### config.mk
export PLATFORM = sky130hd
export DESIGN_NAME = counter_step_controller
export DESIGN_NICKNAME = d
export VERILOG_FILES = /design/src/rtl/counter_step_controller_pkg.sv /design/src/rtl/counter_step_controller_key_debouncer.sv /design/src/rtl/counter_step_controller.sv
export SDC_FILE = /design/constraint.sdc
export NUM_CORES = 1
export LEC_CHECK = 0
export ABC_AREA = 1
export CAP_MARGIN = 25
export CORE_MARGIN = 2
export CORE_UTILIZATION = 40
export DETAILED_ROUTE_END_ITERATION = 10
export REMOVE_ABC_BUFFERS = 1
export SYNTH_ARGS = -nofsm -noshare
export SYNTH_HDL_FRONTEND = slang
export SYNTH_HIERARCHICAL = 1
export SYNTH_SLANG_ARGS = --single-unit
### constraint.sdc
create_clock -name Clock -period 1.3 [get_ports Clock]
set_input_delay 0.26 -clock Clock [delete_from_list [all_inputs] [get_ports Clock]]
set_output_delay 0.26 -clock Clock [all_outputs]
set_load 0.1 [all_outputs]
### src/rtl/counter_step_controller_pkg.sv
// Shared types and helpers for the counter step controller.
package step_ctrl_pkg;

  typedef enum logic [2:0] {
    IDLE,
    PRESS_UP,
    PRESS_DN,
    HOLD,
    REPEAT,
    LOCK
  } step_state_t;

  typedef enum logic {
    DIR_UP,
    DIR_DN
  } step_dir_t;

  // Counter width able to hold values 0..n-1, never narrower than one bit.
  function automatic int unsigned width_for(input int unsigned n);
    return (n < 2) ? 1 : $clog2(n);
  endfunction

endpackage

### src/rtl/counter_step_controller_key_debouncer.sv
// Two-flop synchroniser followed by a consecutive-sample debouncer for one key.
module key_debouncer
  import step_ctrl_pkg::*;
#(
  parameter int unsigned DebounceCycles = 4
) (
  input  logic clk,
  input  logic rst_n,
  input  logic key,
  output logic level
);

  localparam int unsigned CntW = width_for(DebounceCycles);

  logic [1:0]      sync;
  logic [CntW-1:0] cnt;

  // Synchronise the raw key, then accept a level change only after
  // DebounceCycles consecutive disagreeing samples.
  always_ff @(posedge clk or negedge rst_n) begin
    if (!rst_n) begin
      sync  <= '0;
      cnt   <= '0;
      level <= 1'b0;
    end else begin
      sync <= {sync[0], key};
      if (sync[1] == level) begin
        cnt <= '0;
      end else if (cnt == CntW'(DebounceCycles - 1)) begin
        level <= sync[1];
        cnt   <= '0;
      end else begin
        cnt <= cnt + CntW'(1);
      end
    end
  end

endmodule

### src/rtl/counter_step_controller.sv
// Debounced Up/Down key to step-pulse controller with press-and-hold auto-repeat.
module counter_step_controller #(
  parameter int unsigned DebounceCycles = 4,
  parameter int unsigned HoldCycles     = 10,
  parameter int unsigned RepeatCycles   = 3
) (
  input  logic Clock,
  input  logic Reset,
  input  logic KeyUp,
  input  logic KeyDown,
  output logic Up,
  output logic Down,
  output logic Repeating
);

  import step_ctrl_pkg::*;

  localparam int unsigned TimerMax = (HoldCycles > RepeatCycles) ? HoldCycles : RepeatCycles;
  localparam int unsigned TW       = width_for(TimerMax);
  localparam logic [TW-1:0] HoldLoad   = TW'(HoldCycles - 1);
  localparam logic [TW-1:0] RepeatLoad = TW'(RepeatCycles - 1);

  logic        s_up;
  logic        s_dn;
  logic        held;
  logic        other;
  step_state_t state;
  step_dir_t   dir;
  logic [TW-1:0] timer;

  key_debouncer #(.DebounceCycles(DebounceCycles)) u_deb_up (
    .clk   (Clock),
    .rst_n (Reset),
    .key   (KeyUp),
    .level (s_up)
  );

  key_debouncer #(.DebounceCycles(DebounceCycles)) u_deb_dn (
    .clk   (Clock),
    .rst_n (Reset),
    .key   (KeyDown),
    .level (s_dn)
  );

  // Select the key being stepped and the opposing key for the shared HOLD/REPEAT path.
  always_comb begin
    held  = 1'b0;
    other = 1'b0;
    if (dir == DIR_UP) begin
      held  = s_up;
      other = s_dn;
    end else begin
      held  = s_dn;
      other = s_up;
    end
  end

  // Step FSM with registered pulse and repeat outputs.
  // The hold timer is loaded on entry to PRESS and already counts during PRESS,
  // so the first repeat pulse lands exactly HoldCycles after the first pulse.
  always_ff @(posedge Clock or negedge Reset) begin
    if (!Reset) begin
      state     <= IDLE;
      dir       <= DIR_UP;
      timer     <= '0;
      Up        <= 1'b0;
      Down      <= 1'b0;
      Repeating <= 1'b0;
    end else begin
      Up   <= 1'b0;
      Down <= 1'b0;
      case (state)
        IDLE: begin
          if (s_up && !s_dn) begin
            state <= PRESS_UP;
            dir   <= DIR_UP;
            Up    <= 1'b1;
            timer <= HoldLoad;
          end else if (s_dn && !s_up) begin
            state <= PRESS_DN;
            dir   <= DIR_DN;
            Down  <= 1'b1;
            timer <= HoldLoad;
          end else if (s_up && s_dn) begin
            state <= LOCK;
          end
        end
        PRESS_UP, PRESS_DN: begin
          state <= HOLD;
          timer <= timer - TW'(1);
        end
        HOLD: begin
          if (!held) begin
            state <= IDLE;
          end else if (other) begin
            state <= LOCK;
          end else if (timer == '0) begin
            state     <= REPEAT;
            Repeating <= 1'b1;
            Up        <= (dir == DIR_UP);
            Down      <= (dir == DIR_DN);
            timer     <= RepeatLoad;
          end else begin
            timer <= timer - TW'(1);
          end
        end
        REPEAT: begin
          if (!held) begin
            state     <= IDLE;
            Repeating <= 1'b0;
          end else if (other) begin
            state     <= LOCK;
            Repeating <= 1'b0;
          end else if (timer == '0) begin
            Up    <= (dir == DIR_UP);
            Down  <= (dir == DIR_DN);
            timer <= RepeatLoad;
          end else begin
            timer <= timer - TW'(1);
          end
        end
        LOCK: begin
          if (!s_up && !s_dn) state <= IDLE;
        end
        default: begin
          state     <= IDLE;
          Repeating <= 1'b0;
        end
      endcase
    end
  end

endmodule

== Word-level counts from Yosys, hierarchy flattened ==
Index checks and enable logic that the tools add are counted.
Cells by class
  muxes and demuxes: 41
  bitwise operators: 4
  reduce and logical (&&, ||, !) cells: 19
  eq/ne operators: 19
  $add $sub $neg: 3
Operators by type and width (count)
  two-way mux 3 bit: 9
  two-way mux 4 bit: 5
  two-way mux 1 bit: 18
  one-hot mux 3 bit (5 select lines): 1
  one-hot mux 4 bit (3 select lines): 1
  inequality test 2 bit, second input constant: 5
  two-way mux 2 bit: 4
  inequality test 4 bit, second input constant: 2
  AND reduction 4 bit: 2
  equality test 3 x 2 -> 1 bit, second input constant: 2
  equality test 3 bit, second input constant: 2
  inequality test 3 bit, second input constant: 2
  AND reduction 2 bit: 3
  AND reduction 5 bit: 1
  adder 2 x 1 -> 2 bit, second input constant: 2
  equality test 2 bit, second input constant: 2
  logical AND 1 bit: 4
  logical NOT 4 bit: 1
  NOT 1 bit: 4
  one-hot mux 1 bit (2 select lines): 2
  OR reduction 2 bit: 2
  OR reduction 4 bit: 1
  subtractor 4 x 1 -> 4 bit, second input constant: 1
  equality test 3 x 1 -> 1 bit, second input constant: 1
  7 further kinds: 9
Storage, ports and cells
  input bits: 4
  register bits after elaboration: 21
  output and inout port bits: 3
  logic and storage cells: 98

== Longest topological paths before layout ==
Gate-level depths: netlist of the first run.
  word-level depth: 5
  gate-level depth with buffers: 9
  depth with buffers taken out: 9

== Cells and area by module ==
Netlist of the first run, hierarchy kept.
By module, submodules not included
  counter_step_controller: area an instance 915.9 sq um, cells an instance 132, instances 1, sequential area each 275.3 sq um
  key_debouncer: area an instance 182.7 sq um, cells an instance 17, instances 2, sequential area each 125.1 sq um

== Worst setup path after synthesis of the first run ==
OpenSTA, ideal clock, no wires.
  path kind: register to register
  start point: register u_deb_up.level
  end point: register state[0]
  slack: -0.113 ns
  cell stages (with the launch flop): 10
  data arrival time: 1.295 ns
  path buffers: 0
  required time: 1.183 ns
  library setup time: 0.117 ns
  cells stage by stage: dfrtp_1 -> inv_1 -> ha_1 -> inv_1 -> nand4_1 -> nand2_1 -> inv_1 -> nand3_2 -> nand2_1 -> nand2_1
Between the ends
  word-level cells in the longest chain between the ends: 5
RTL lines
  start: declaration: RTL line counter_step_controller_key_debouncer.sv:10  | output logic level
  start signal: assignment: RTL line counter_step_controller_key_debouncer.sv:30  | level <= sync[1];
  logical NOT 1 bit: RTL line counter_step_controller.sv:79, counter_step_controller.sv:123
  logical AND 1 bit: RTL line counter_step_controller.sv:79  | end else if (s_dn && !s_up) begin
  two-way mux 3 bit: RTL line counter_step_controller.sv:79
  two-way mux 3 bit: RTL line counter_step_controller.sv:74  | if (s_up && !s_dn) begin
  one-hot mux 3 bit (5 select lines): RTL line counter_step_controller.sv:72  | case (state)
  end signal: assignment: RTL line counter_step_controller.sv:75  | state <= PRESS_UP;
  end signal: assignment: RTL line counter_step_controller.sv:80  | state <= PRESS_DN;
  end signal: assignment: RTL line counter_step_controller.sv:85  | state <= LOCK;
  end: declaration: RTL line counter_step_controller.sv:27  | step_state_t state;
Parallel ways exist; a longest one is shown, timed or not.
A chain may end at the register's enable or synchronous reset.

== Final worst setup path of the first run ==
  start point: register u_deb_dn.level
  end point: register Repeating
Between the ends
  word-level cells in the longest chain between the ends: 3
RTL lines
  start: declaration: RTL line counter_step_controller_key_debouncer.sv:10
  start signal: assignment: RTL line counter_step_controller_key_debouncer.sv:30
  two-way mux 1 bit: RTL line counter_step_controller.sv:49  | if (dir == DIR_UP) begin
  inequality test 3 bit (no line) (tied with other cells)
  AND reduction 5 bit (no line) or one-hot mux 1 bit (3 select lines) (tied branches)
  end signal: assignment: RTL line counter_step_controller.sv:68  | Repeating <= 1'b0;
  end signal: assignment: RTL line counter_step_controller.sv:99  | Repeating <= 1'b1;
  end signal: assignment: RTL line counter_step_controller.sv:110  | Repeating <= 1'b0;
  end: declaration: RTL line counter_step_controller.sv:13  | output logic Repeating
Parallel ways exist; a longest one is shown, timed or not.

==> results.md, run 1 <==
- Antenna violations before repair: 0
- CTS H-Tree Depth: 1
- XOR/XNOR share of the synthesized area: 0.006836
- Top-count cell post-synth: nand2_1
- Main combinational cell family by area after synthesis: simple AND/OR/NAND/NOR gates
- Synth Cell Area: 1281 sq um
- Synth Instances: 166
- Pre-CTS setup slack: -0.08117 ns
- CP max FO: 6
- Row Count: 20
- Met2 WL: 1237 microns
- Initial DRT Pass Iterations: 4
- CTS Buf Count: 3
- Total power: 4.192 mW
- CP max stage delay: 0.42 ns
- WL final: 2441 microns
- Cell Chain, Critical Path: buf_4 > nand3_1 > nand2_2 > buf_4 > buf_4 > nand4_1 > nand2_1
- Ant. Diodes: 0
- Wire length per cell: 10.34 microns
- Grt ovf: 0
- Vias: 1093
- Die ar.: 3672 sq um
- Vias per cell: 4.631
- Maxcap violations: 0
- Yosys warns: 6
- Hold Violations, Final: 0
- Max IR drop VDD: 942.4 uV
- Total Routing Usage GR: 0.1603
- Seq/Total Area, Yosys: 0.4102
- Slew Viols, Final: 0
- Crit end category: register
- I/O pin count: 7
- Nets: 207
- Post-synth ARST share: 1.000
- Setup tns final: 0 ns
- Fmax: 770.0 MHz
- Mux cell area share after synthesis: 0
- DP HPWL: 1867 microns
- 1st-iter DRT viols: 45
- Final setup viols: 0
- Synthesized area per cell: 7.718 sq um
- #FFs+latches synth: 21
- Top_reg_cell synth: dfrtp_1
- DR DRC count: 0
- First-pass GRT wire length: 4395 microns
- Vias in the first global route: 1080
- Main area contributors after synthesis: dfrtp_1 41%, nand2_1 17%, ha_1 9.8%
- PnR worst setup slack: 0.001261 ns
- Outcome: completed
- Simple-gate portion of the synthesized area: 0.3682
- P_leak: 0.8619 nW
- Routed Antenna Nets: 0
- Root Driver: clkbuf_4
- Met1 Wirelength: 1115 microns
- Distinct cell type count after synthesis: 21
- Clock Latency Late Sink: 0.30 ns
- Die Y: 60.60 microns
- Top layer in use: met4
- Critical path's most frequent cell: buf_4
- Core Area: 3053 sq um
- WS Path Type: register to register
- Share of cells above drive strength 1: 0.2760
- Least-Margin Pin Slew: 0.2749 ns
- Hold_buf cts: 0
- Adder-cell share of the synthesized area: 0.09766
- CTS Sinks: 21
- GPL Wtd Cong: 0.8391
- Top cell type's share of synthesized area: 0.4102
- Reg2reg start: u_deb_dn/level$_DFFE_PN0P_
- Clk pin slew, worst setup/hold paths: 0.12 ns
- Metal3 WL: 67 microns
- Initial Utilization: 0.4197
- Commonest cells post-synth: 58 x nand2_1, 21 x dfrtp_1, 19 x inv_1
- Slowest cell on the critical path: dfrtp_1
- Largest net degree at the start of global routing: 22
- Layout Area Growth over Synthesis: 25.49%
- Die X: 60.60 microns
- Crit share post-route: 0.9990
- IO Port Bufs: 6
- Post-layout min period: 1.299 ns
- Headroom to the max-slew limit: 0.8168
- Skew final: 0.003658 ns
- Largest area contributor in the netlist: dfrtp_1
- Worst EP arrival: 1.51 ns
- Pwr dens: 2607 nW/um^2
- Crit path from: u_deb_dn/level$_DFFE_PN0P_
- Critical path startpoint category: register
- Hold crit path type: input pin to asynchronous set/reset pin
- RSZ-0062 raised after global routing: yes
- Largest buffer count on any clock path: 2
- EDFF count, synth: 0
- CTS tree: built
- Data required, critical path: 1.51 ns
- Synth Area in Compound Gates: 0.04004
## cells by family (layout without fill, tap and decap cells)
group,Yosys count,after routing
flops,21,21
xor+xnor,1,1
fa+ha+maj,10,10
buf+inv,25,51
simple gates,101,101
compound gates,8,8
## power breakdown
part | total [mW] | internal [mW] | switching [mW]
Sequential | 1.13 | 0.908 | 0.222
Combinational | 2.74 | 1.12 | 1.62
Clock | 0.319 | 0.119 | 0.200
Total | 4.19 | 2.15 | 2.04
## timing repair
| action | in CTS | in global routing |
|---|---|---|
| pin swaps | 1 | 2 |
| setup endpoints to repair | 7 | 10 |
| buffers inserted | 1 | 3 |
| gates resized for setup | 12 | 3 |
## final timing paths
| check | end | slack, ns | depth (start not counted) |
|---|---|---|---|
| setup / recovery | Repeating$_DFFE_PN0P_ | 0.001 | 7 |
| hold / removal | timer[2]$_DFFE_PN0P_ | 0.28 | 2 |
| setup reg to reg | Repeating$_DFFE_PN0P_ | 0.001 | 7 |
| hold reg to reg | u_deb_up/sync[1]$_DFF_PN0_ | 0.36 | 0 |
| max in group asynchronous | state[0]$_DFFE_PN0P_ | 0.78 | 2 |
| min in group Clock | u_deb_up/sync[1]$_DFF_PN0_ | 0.36 | 0 |
## area by class of cell
class	count	area, sq um
fill	304	1445
sequential	21	529.3
clock buffer	4	26.28
tap	44	55.05
inverter	24	93.84
multi-input combinational	120	685.7
timing repair buffer	23	217.7
## registers in the layout, indices dropped and copies added (netlist names)
| signal | flops |
|---|---|
| timer | 4 |
| state | 3 |
| u_deb_dn/cnt | 2 |
| u_deb_dn/sync | 2 |
| u_deb_up/cnt | 2 |
| u_deb_up/sync | 2 |
| Down | 1 |
| Repeating | 1 |
| Up | 1 |
| dir | 1 |
| u_deb_dn/level | 1 |
| u_deb_up/level | 1 |
## per-stage QoR
| step | cells | hold WS [ns] | area [sq um] | utilization |
|---|---|---|---|---|
| 2_1_floorplan | 165 | -0.03559 | 1274 | - |
| 3_3_place_gp | 228 | 0.3361 | 1516 | 0.4967 |
| 3_5_place_dp | 228 | 0.3347 | 1516 | 0.4967 |
| 4_1_cts | 233 | 0.2862 | 1582 | 0.5180 |
| 5_1_grt | 236 | 0.3004 | 1608 | 0.5266 |
| 6_report | 236 | 0.2813 | 1608 | 0.5266 |
## cell usage in the layout (no fill, tap or decap), drive strengths merged, types with 3 or more instances in the layout
cell,instances
ha,10
inv,22
nand2,66
clkbuf,4
nand3,18
nor2,11
nand4,4
clkdlybuf4s50,3
dfrtp,21
o21ai,7
buf,20
## metal layers
metal  global-route usage  vias to the layer above
met2               0.2873                       19
met1               0.1944                      503
met3              0.01919                        2
met5                    0                        -
met4              0.06522                        0
li1                     -                      569
## worst max-delay path: cells and delay by family, from the launching register on
family | cells | cell delay (ns)
buffers and inverters | 3 | 0.43
DFF | 1 | 0.42
and+or+nand+nor | 4 | 0.36
(Power assumes the default switching activity.)
==> run 2, diff against run 1 <==
CORE_ASPECT_RATIO = 0.75   (was not set)
GPL_TIMING_DRIVEN = 0   (was not set)
==> run 2 against run 1 <==
  * The run now ends with setup timing left
  * Design area is 2.8% higher
  * Clock skew is 0.0056 ns higher
  * Total power is 5.8% higher
  * Worst setup slack worse by 0.033 ns
  * Final cell count is 2.5% lower
  * Clock power is 41% higher
  * Flip-flop and latch count stayed put
  * Core utilization is 2.4 points higher
  * Critical path type unchanged
  * Highest routed layer unchanged
==> results.md, run 2 (synthesis results as in run 1) <==
- RSZ-0062 raised after global routing: yes
- Design Area, Final: 1653 sq um
- WP depth: 9
- IO Port Bufs: 6
- CP max stage delay: 0.38 ns
- Crit share post-route: 1.024
- Fillers: 254
- 1st-iter DRT viols: 48
- Critical path startpoint category: register
- Worst EP arrival: 1.49 ns
- Commonest non-fill, non-tap cell in the layout: nand2_1
- Total Routing Usage GR: 0.1581
- Max IR drop VDD: 1167 uV
- Worst reg2reg endpoint: state[2]$_DFFE_PN0P_
- First-pass GRT wire length: 4485 microns
- DR DRC count: 0
- CTS tree: built
- Share of cells above drive strength 1: 0.3229
- WL final: 2679 microns
- Crit end category: register
- Length in cells of the worst reg-to-reg path: 9
- Slowest cell on the critical path: dfrtp_2
- Nets: 207
- CP max FO: 4
- Headroom to the max-slew limit: 0.7987
- Final std cells w/o fill: 230
- Reg2reg start: u_deb_dn/level$_DFFE_PN0P_
- Die Y: 53.02 microns
- Final setup viols: 2
- CTS Buf Count: 3
- Top Registers: timer (4), state (3)
- Footprint of the multi-input gates: 720.7 sq um
- Reg with most FFs: timer
- Clk pin slew, worst setup/hold paths: 0.09 ns
- Vias in the first global route: 1042
- DP HPWL: 1751 microns
- Row Count: 17
- P_leak: 0.8737 nW
- Vias per cell: 4.878
- Ant. Diodes: 0
- GPL Wtd Cong: 0.8604
- Clock Latency Late Sink: 0.27 ns
- Max reg flops: 4
- Placed Instance Area: 1381 sq um
- Fmax: 750.9 MHz
- Grt ovf: 0
- Violated checks: setup timing
- Layout Area Growth over Synthesis: 29.00%
- Core Area: 2999 sq um
- Maxcap violations: 0
- Initial DRT Pass Iterations: 4
- Total power: 4.434 mW
- Die ar.: 3677 sq um
- Root Driver: clkbuf_8
- Critical path's most frequent cell: nand2_1
- Vias: 1122
- Hold Violations, Final: 0
- Slew Viols, Final: 0
- Least-Margin Pin Slew: 0.3036 ns
- Worst R2R Setup Slack: -0.03 ns
- Hold crit path type: input pin to asynchronous set/reset pin
- Antenna violations before repair: 0
- Largest net degree at the start of global routing: 22
- WS Path Type: register to register
- Setup tns final: -0.05004 ns
- Cell Chain, Critical Path: inv_2 > ha_4 > inv_4 > nand4_1 > nand2_1 > inv_2 > nand3_2 > nand2_1 > nand2_1
- Initial Utilization: 0.4272
- CTS Sinks: 21
- Post-layout min period: 1.332 ns
- CP Capture Point: state[2]$_DFFE_PN0P_
- Worst hold margin: 0.2281 ns
- WP buf/inv: 3
- PnR worst setup slack: -0.03174 ns
- Data required, critical path: 1.45 ns
- Die X: 69.35 microns
- Family with the most delay on the worst path: flip-flops
- Commonest non-fill, non-tap cells in the layout: 56 x nand2_1, 16 x dfrtp_1, 15 x buf_4, 14 x nand3_1, 13 x inv_1
- CTS H-Tree Depth: 1
- I/O pin count: 7
- Pwr dens: 2683 nW/um^2
- Largest buffer count on any clock path: 2
- Wire length per cell: 11.65 microns
- Skew final: 0.009238 ns
- Routed Antenna Nets: 0
- Register area: 531.8 sq um
- Crit path from: u_deb_dn/level$_DFFE_PN0P_
- Placed cell count: 209
- Outcome: complete, but fails checks
[run 2: how the worst min path moves through the flow]
stage | from | endpoint | slack, ns | cells after the start
5_1_grt | Reset | Down$_DFF_PN0_ | 0.25 | 1
6_report | Reset | Down$_DFF_PN0_ | 0.23 | 1
3_3_place_gp | u_deb_up/sync[0]$_DFF_PN0_ | u_deb_up/sync[1]$_DFF_PN0_ | 0.33 | 0
3_5_place_dp | u_deb_up/sync[0]$_DFF_PN0_ | u_deb_up/sync[1]$_DFF_PN0_ | 0.34 | 0
2_1_floorplan | Reset | Down$_DFF_PN0_ | -0.04 | 0
4_1_cts | u_deb_up/sync[0]$_DFF_PN0_ | u_deb_up/sync[1]$_DFF_PN0_ | 0.36 | 0
[run 2: report_power, final]
group	leakage [nW]	internal (mW)	switching [mW]
logic	0.596	1.11	1.71
clock network	0.0217	0.217	0.233
registers	0.256	0.915	0.245
[run 2: per-stage QoR]
step                utilization  setup WS, ns
finish                   0.5511      -0.03174
global route             0.5511       -0.1388
CTS                      0.5027     -0.006665
detailed placement       0.4606       -0.4246
global placement         0.4606       -0.4190
floorplan                     -       -0.1127
[run 2: routing by layer]
| layer | routed length (microns) | share of wire | track usage |
|---|---|---|---|
| met1 | 1281 | 0.48 | 0.1913 |
| met4 | 14 | 0.0052 | 0.03922 |
| met2 | 1257 | 0.47 | 0.2821 |
| met3 | 127 | 0.047 | 0.04571 |
| met5 | 0 | 0 | 0 |
[run 2: area by class of cell]
class	instances	share of cell area
Inverter	24	0.05829
Timing Repair Buffer	23	0.1257
Clock inverter	1	0.004542
Multi-Input combinational cell	120	0.4360
Clock buffer	3	0.02498
Tap cell	38	0.02877
Sequential cell	21	0.3217
[run 2: worst register-to-register path, cell delays in order, from the launching register on]
cell and delay [ns]:
dfrtp_2 0.38, inv_2 0.06, ha_4 0.28, inv_4 0.04
nand4_1 0.07, nand2_1 0.07, inv_2 0.10, nand3_2 0.09
nand2_1 0.07, nand2_1 0.05
[run 2: what timing repair did]
item,4_1_cts,5_1_grt
hold buffers,0,0
resized for setup,34,13
buffers inserted,6,10
gates cloned,0,0
endpoints found under the setup margin,11,12
hold endpoints to repair,0,0
pin swaps,1,6
==> run 3, diff against run 2 <==
SLEW_MARGIN = 20   (was not set)
==> run 3 against run 2 <==
  * The run still ends with setup timing left
  * Via count decreased by 1.2%
  * Highest routed layer unchanged
  * Combinational power about the same
  * Critical path type unchanged
  * Sequential power barely moved
  * Register-to-register slack about the same
  * Final cell count did not move
==> results.md, run 3 (synthesis results as in run 1) <==
- Max IR drop VDD: 1153 uV
- Top Registers: timer (4), state (3)
- GPL Wtd Cong: 0.8604
- Antenna violations before repair: 0
- Pwr dens: 2711 nW/um^2
- Family with the most delay on the worst path: flip-flops
- Vias: 1108
- Maxcap violations: 0
- Length in cells of the worst reg-to-reg path: 9
- Die X: 69.35 microns
- Share of cells above drive strength 1: 0.3229
- CTS H-Tree Depth: 1
- Critical path startpoint category: register
- CTS Buf Count: 3
- Wire length per cell: 11.47 microns
- Commonest non-fill, non-tap cell in the layout: nand2_1
- Nets: 207
- Outcome: complete, but fails checks
- WS Path Type: register to register
- Hold Violations, Final: 0
- Slew Viols, Final: 0
- Layout Area Growth over Synthesis: 27.25%
- Commonest non-fill, non-tap cells in the layout: 56 x nand2_1, 16 x dfrtp_1, 15 x buf_4, 14 x nand3_1, 13 x inv_1
- Final setup viols: 2
- Final std cells w/o fill: 230
- RSZ-0062 raised after global routing: yes
- Grt met1 use: 0.1913
- Setup tns final: -0.05361 ns
- Grt ovf: 0
- WL final: 2638 microns
- Worst reg2reg endpoint: state[2]$_DFFE_PN0P_
- HP Start: u_deb_dn/sync[0]$_DFF_PN0_
- Reg with most FFs: timer
- DP HPWL: 1751 microns
- Critical path's most frequent cell: nand2_1
- Vias in the first global route: 1042
- CP max FO: 4
- DR DRC count: 0
- Cell Chain, Critical Path: inv_2 > ha_4 > inv_4 > nand4_1 > nand2_1 > inv_2 > nand3_2 > nand2_1 > nand2_1
- Die Y: 53.02 microns
- GR Util met3: 0.04571
- Skew final: 0.009443 ns
- Largest buffer count on any clock path: 2
- CTS Sinks: 21
- Max reg flops: 4
- Gr busiest metal: met2
- Placed cell count: 209
- Crit share post-route: 1.026
- Initial DRT Pass Iterations: 4
- Routed Antenna Nets: 0
- Pre-CTS setup slack: -0.4246 ns
- Root Driver: clkbuf_8
- Fmax: 749.9 MHz
- 1st-iter DRT viols: 54
- CTS tree: built
- PnR worst setup slack: -0.03359 ns
- Fillers: 260
- Worst R2R Setup Slack: -0.03 ns
- Largest net degree at the start of global routing: 22
- CP max stage delay: 0.38 ns
- Headroom to the max-slew limit: 0.6885
- Worst hold margin: 0.3551 ns
- Vias per cell: 4.817
- Least-Margin Pin Slew: 0.4672 ns
- P_leak: 0.8652 nW
- Min-Delay Path Depth: 0
- IO Port Bufs: 6
- Hold crit path type: register to register
- Post-layout min period: 1.334 ns
- Data required, critical path: 1.45 ns
- Initial Utilization: 0.4272
- Total Routing Usage GR: 0.1581
- Worst Hold End: u_deb_dn/sync[1]$_DFF_PN0_
- Crit end category: register
- Row Count: 17
- Met2 Track Usage GR: 0.2821
- I/O pin count: 7
- First-pass GRT wire length: 4485 microns
- Violated checks: setup timing
- Core Area: 2999 sq um
- WP buf/inv: 3
- Placed Instance Area: 1381 sq um
- Clock Latency Late Sink: 0.27 ns
- Worst EP arrival: 1.49 ns
- Reg2reg start: u_deb_dn/level$_DFFE_PN0P_
- Ant. Diodes: 0
- Design Area, Final: 1630 sq um
- Clk pin slew, worst setup/hold paths: 0.09 ns
- Slowest cell on the critical path: dfrtp_2
- Die ar.: 3677 sq um
==> run 3: what timing repair did <==
action                     4_1_cts  5_1_grt
setup endpoints to repair       11       12
resized for setup               34       13
gates cloned                     0        0
hold buffers                     0        1
hold endpoints to repair         0       21
pin swaps                        1        6
setup buffers                    6       10
==> run 3: layout make-up <==
type | instances | area [sq um] | area share
multi-input cells | 120 | 720.7 | 0.4421
well taps | 38 | 47.55 | 0.02916
clock inverters | 1 | 7.507 | 0.004605
repair buffers | 23 | 185.2 | 0.1136
inverters | 24 | 96.34 | 0.05909
flip-flops and latches | 21 | 531.8 | 0.3262
clock buffers | 3 | 41.29 | 0.02533
==> run 3: worst max-delay path by stage <==
stage | slack [ns] | endpoint | start | depth (start not counted)
5_1_grt | -0.14 | state[2]$_DFFE_PN0P_ | u_deb_dn/level$_DFFE_PN0P_ | 9
3_3_place_gp | -0.42 | Repeating | Repeating$_DFFE_PN0P_ | 1
2_1_floorplan | -0.11 | state[0]$_DFFE_PN0P_ | u_deb_up/level$_DFFE_PN0P_ | 9
3_5_place_dp | -0.42 | Repeating | Repeating$_DFFE_PN0P_ | 1
4_1_cts | -0.007 | state[2]$_DFFE_PN0P_ | u_deb_dn/level$_DFFE_PN0P_ | 9
6_report | -0.03 | state[2]$_DFFE_PN0P_ | u_deb_dn/level$_DFFE_PN0P_ | 9
==> run 3: worst reg2reg max path, cell delays in order, from the launching register on <==
cell and delay [ns]:
dfrtp_2 0.38, inv_2 0.06, ha_4 0.28, inv_4 0.04, nand4_1 0.07, nand2_1 0.07
inv_2 0.10, nand3_2 0.10, nand2_1 0.07, nand2_1 0.05
==> run 3: report_power, final <==
| part | leakage, nW | total [mW] | switching [mW] | internal [mW] |
|---|---|---|---|---|
| combinational | 0.588 | 2.81 | 1.71 | 1.10 |
| sequential | 0.256 | 1.16 | 0.244 | 0.915 |
| clock | 0.0217 | 0.451 | 0.234 | 0.217 |
==> run 3: per-layer routing <==
| metal | up-vias | part of all wire |
|---|---|---|
| met5 | - | 0 |
| met4 | 0 | 0.0053 |
| li1 | 568 | - |
| met1 | 515 | 0.49 |
| met3 | 2 | 0.045 |
| met2 | 23 | 0.45 |
==> run 3: through the flow <==
step / total power, mW / util
final: 4.420 / 0.5436
after global routing: 4.868 / 0.5436
after CTS: 4.065 / 0.5027
after detailed placement: 3.333 / 0.4606
after global placement: 3.301 / 0.4606
after floorplan: 2.874 / -
